### config.mk
export PLATFORM = sky130hd
export DESIGN_NAME = z_event_fifo
export DESIGN_NICKNAME = d
export VERILOG_FILES = /design/src/rtl/z_event_fifo.sv
export SDC_FILE = /design/constraint.sdc
export NUM_CORES = 1
export LEC_CHECK = 0
export CORE_MARGIN = 2
export CORE_UTILIZATION = 30
export CTS_CLUSTER_DIAMETER = 60
export DETAILED_ROUTE_END_ITERATION = 6
export SYNTH_ARGS = -nofsm -noshare
export SYNTH_HDL_FRONTEND = slang
export SYNTH_SLANG_ARGS = --single-unit
### constraint.sdc
create_clock -name clk -period 6.4 [get_ports clk]
set_input_delay 1.28 -clock clk [delete_from_list [all_inputs] [get_ports clk]]
set_output_delay 1.28 -clock clk [all_outputs]
set_load 0.005 [all_outputs]
### src/rtl/z_event_fifo.sv
// Timestamps each rising edge of z_i into a FWFT FIFO; the entry is visible the cycle after the edge.
// No backpressure: a push into a full FIFO is dropped, and the drop is flagged and counted.
module z_event_fifo #(
  parameter int TS_W   = 16,
  parameter int DEPTH  = 8,
  parameter int AW     = 3,
  parameter int DROP_W = 8
) (
  input  logic              clk,
  input  logic              rst_n,
  input  logic              z_i,
  input  logic              rd_en,
  input  logic              clr_ovf,
  output logic [TS_W-1:0]   rd_data_o,
  output logic              empty_o,
  output logic              full_o,
  output logic [AW:0]       count_o,
  output logic              ovf_o,
  output logic [DROP_W-1:0] drop_cnt_o
);

  localparam logic [TS_W-1:0]   TS_ONE   = 1;
  localparam logic [AW:0]       PTR_ONE  = 1;
  localparam logic [DROP_W-1:0] DROP_ONE = 1;

  logic [TS_W-1:0]   ts_q, ts_d;
  logic              z_q, z_d;
  logic [AW:0]       wr_ptr_q, wr_ptr_d;
  logic [AW:0]       rd_ptr_q, rd_ptr_d;
  logic              ovf_q, ovf_d;
  logic [DROP_W-1:0] drop_cnt_q, drop_cnt_d;
  logic [TS_W-1:0]   mem_q [DEPTH];

  logic empty, full, push, pop, accept, drop;

  // Extra wrap bit distinguishes full from empty when the address bits match.
  assign empty = (wr_ptr_q == rd_ptr_q);
  assign full  = (wr_ptr_q[AW-1:0] == rd_ptr_q[AW-1:0]) && (wr_ptr_q[AW] != rd_ptr_q[AW]);

  always_comb begin
    push   = z_i & ~z_q;
    pop    = rd_en & ~empty;
    // A simultaneous pop frees the slot, so a push into a full FIFO still lands.
    accept = push & (~full | pop);
    drop   = push & full & ~pop;

    ts_d       = ts_q + TS_ONE;
    z_d        = z_i;
    wr_ptr_d   = accept ? wr_ptr_q + PTR_ONE : wr_ptr_q;
    rd_ptr_d   = pop    ? rd_ptr_q + PTR_ONE : rd_ptr_q;
    ovf_d      = ovf_q;
    drop_cnt_d = drop_cnt_q;

    if (clr_ovf) begin
      ovf_d      = 1'b0;
      drop_cnt_d = '0;
    end else if (drop) begin
      ovf_d = 1'b1;
      if (drop_cnt_q != '1) drop_cnt_d = drop_cnt_q + DROP_ONE;
    end
  end

  always_ff @(posedge clk or negedge rst_n) begin
    if (!rst_n) begin
      ts_q       <= '0;
      z_q        <= 1'b0;
      wr_ptr_q   <= '0;
      rd_ptr_q   <= '0;
      ovf_q      <= 1'b0;
      drop_cnt_q <= '0;
    end else begin
      ts_q       <= ts_d;
      z_q        <= z_d;
      wr_ptr_q   <= wr_ptr_d;
      rd_ptr_q   <= rd_ptr_d;
      ovf_q      <= ovf_d;
      drop_cnt_q <= drop_cnt_d;
    end
  end

  // Storage needs no reset: the pointers alone define which entries are live.
  always_ff @(posedge clk) begin
    if (accept) mem_q[wr_ptr_q[AW-1:0]] <= ts_q;
  end

  assign rd_data_o  = mem_q[rd_ptr_q[AW-1:0]];
  assign empty_o    = empty;
  assign full_o     = full;
  assign count_o    = wr_ptr_q - rd_ptr_q;
  assign ovf_o      = ovf_q;
  assign drop_cnt_o = drop_cnt_q;

endmodule
==> summary.md <==
| Metric | Value |
|---|---|
| Status | complete, no violations |
| Int Pwr | 0.00228 W |
| Setup TNS | 0 ns |
| Total power | 0.00328 W |
| Vias | 3440 |
| Synth cell types | 39 |
| Max Cap Violations | 0 |
| Post-Synthesis Cells | 384 |
| Leading area contributor after synthesis | edfxtp_1 |
| Main synth FF type | edfxtp_1 |
| Hold EP | ovf_o$_DFFE_PN0P_ |
| I/O Buffers | 35 |
| Critical Path Start | rd_ptr_q[0]$_DFFE_PN0P_ |
| Post-DRT Antenna Nets | 0 |
| Yosys reg bits | 162 |
| Slew HR | 41.8% |
| Clk sinks | 162 |
| Worst reg-to-reg path cell count | 6 |
| Critical Path AT | between 2 and 3 ns |
| Mean post-synth cell area | 17.0 um^2 |
| Final Skew | between 0.007 and 0.008 ns |
| RSZ-0062 raised after global routing | false |
| Clk Tree Root Cell | clkbuf_16 |
| Area of the die | 23000 um^2 |
| Final Hold Viols | 0 |
| Critical path class | reg -> out |
| TritonCTS clock tree | built |
| Die width | 151 um |
| Clock share of power | between 20 and 30% |
| Via-per-instance ratio | 4.75 |
| Die Height | 151 um |
| Worst slew pin tran | just under 0.9 ns |
| First-pass GRT wire length | 20500 um |
| Starting density of the core | 30.9% |
| Clk_lat worst skew | 0.42 ns |
| Most frequent cells in the layout | edfxtp_1, nand2_1, clkdlybuf4s50_1 |
| Ratio of cells with drive above 1 in the final layout | between 10% and 20% |
| Logic gate share of total power | 32.0% |
| Wire length per cell | 17.9 um |
| Syn Std Cell Area | 6530 um^2 |
| Clock buffer depth | 2 |
| Fmax | between 200 and 250 MHz |
| Largest stage delay on the critical path | about 0.58 ns |
| 1st-iter DRT viols | 323 |
| Final setup fails | 0 |
| Clock Pin Slew Worst Setup and Hold Paths | 0.06 ns |
| Fin crit share | 62.5% |
| Initial antenna violation count | 0 |
| Top cell type's share of synthesized area | 58.9% |
| Post_cts resized | 0 |
| Total grt overflow | 0 |
| Crit path cell chain | buf_4 > ha_1 > inv_1 > a21o_1 > a21oi_1 > xnor2_1 > clkdlybuf4s50_1 |
| Largest net degree at the start of global routing | 37 |
| GPL Wtd Cong | around 0.75 |
| Most common cell after layout, fill and taps aside | edfxtp_1 |
| FFs w/ async S/R, synth | 21.0% |
| Critical Path Start Type | register |
| Reg-to-Reg End | mem_q[2][10]$_DFFE_PP_ |
| # rows | 53 |
| Final Max Tran Viols | 0 |
| Worst path slowest cell | buf_4 |
| Hold Startpoint | ovf_o$_DFFE_PN0P_ |
| R2r setup slk | 3.29 ns |
| Flop pwr share | 38.9% |
| Crit path capture type | primary output |
| Diodes inserted | 0 |
| Hpwl dp | approximately 7700 um |
| DR pass1 iterations | 5 |
| Tmin final | about 4.0 ns |
| Post-CTS setup buffers | 0 |
| PD cells | around 420 nW/um^2 |
| Residual DRC count | 0 |
| Yosys warns | 0 |
| Psw | 0.00101 W |
| CP required | 5.12 ns |
| Num ports | 36 |
| P&R area growth vs syn | 20.1% |
| Post-Syn Nets | 397 |
| HP Class | reg -> reg |
| Ranking of synthesized cells by area | edfxtp_1, dfrtp_1, mux4_2, nand2_1, xnor2_1 |
| Hold buffer count at CTS | 0 |
| Sequential-to-total area share from yosys stat | 71.9% |
| Reg2Reg Launch Point | rd_ptr_q[0]$_DFFE_PN0P_ |
| Num CTS Buffers | 17 |
| Final WL | 13000 um |
| Final #Nets | between 400 and 500 |
| All-Layer GR Usage | 12.2% |
| Vias in the first global route | 3695 |
| Hold Path Depth | 2 |
| Core ar. | 21200 um^2 |
| Max IR drop VDD | 0.305 mV |
| Maximum fanout along the worst path | 36 |
| Sw Share | between 30% and 40% |
| Post-synth EDFFs | 128 |
| LEAKAGE | 2.72 nW |
| CTS HTree Levels | 4 |
-- worst max-delay path, delay by kind of cell, from the launching register on --
kind / cells / cell delay (ns)
compound gates: 2 / 0.36
xor+xnor: 1 / 0.14
fa+ha+maj: 1 / 0.31
buf+inv: 3 / 1.16
flops: 1 / 0.34
-- synth_stat cells, types with 2 or more instances --
library cell / number
edfxtp_1: 128
nand2_1: 58
dfrtp_1: 34
mux4_2: 32
xnor2_1: 16
nand3_1: 12
nor2_1: 12
inv_1: 11
and3_1: 8
clkbuf_1: 8
a21oi_1: 7
ha_1: 7
xor2_1: 7
buf_2: 5
nor3_1: 5
nand4_1: 3
o21ai_0: 3
o31ai_1: 3
or4_1: 3
o311ai_0: 2
o41ai_1: 2
-- metal layers --
metal	share of wire, %	routed length [um]	vias to the layer above	track usage (%)
li1	-	-	1573	-
met1	45	5850	1802	15.8
met2	51	6580	54	20.3
met3	3.0	393	11	3.29
met4	1.0	129	0	3.75
met5	0	0	-	0
-- kinds of logic after synthesis --
family                   Yosys count  share of synthesized area, %
multiplexers                      33                          11.2
flip-flops                       162                          71.9
XOR/XNOR                          24                          3.34
adder cells (fa/ha/maj)            8                          1.65
AND/OR/NAND/NOR                  109                          7.69
buffers and inverters             26                          1.59
AO/OA/AOI/OAI                     22                          2.59
-- power by group through the flow --
stage | sequential [W] | clock, W | combinational [W]
2_1_floorplan | 0.00129 | 0 | 0.000608
3_3_place_gp | 0.00130 | 0 | 0.00106
3_5_place_dp | 0.00130 | 0 | 0.00107
4_1_cts | 0.00128 | 0.000975 | 0.00108
5_1_grt | 0.00129 | 0.00102 | 0.00115
6_report | 0.00128 | 0.000956 | 0.00105
-- final cells by class --
class / count / area, um^2
Fill cell: 1962 / 13300
Sequential cell: 162 / 4700
Multi-Input combinational cell: 196 / 1750
Timing Repair Buffer: 47 / 435
Clock buffer: 17 / 425
Tap cell: 275 / 344
Clock inverter: 15 / 138
Inverter: 12 / 45.0
-- stage by stage --
step	cell area (um^2)	utilization, %	setup slack [ns]	hold WS [ns]	cells
global placement	7270	34.4	2.80	0.491	692
finish	7840	37.0	2.40	0.510	724
global route	7840	37.0	2.16	0.562	724
floorplan	6530	-	2.66	0.491	384
CTS	7840	37.0	2.31	0.518	724
detailed placement	7270	34.4	2.79	0.497	692
-- registers in the layout, summed over array words and instances, names as in the netlist --
name / cells
mem_q: 128
ts_q: 16
drop_cnt_o: 8
rd_ptr_q: 4
wr_ptr_q: 4
ovf_o: 1
z_q: 1
-- worst max-delay path by stage --
stage,endpoint,slack [ns]
after floorplan,mem_q[0][0]$_DFFE_PP_,2.66
after global placement,count_o[3],2.80
after detailed placement,count_o[3],2.79
after CTS,count_o[3],2.31
after global routing,count_o[3],2.16
final,count_o[3],2.40
(Power assumes the default switching activity.)
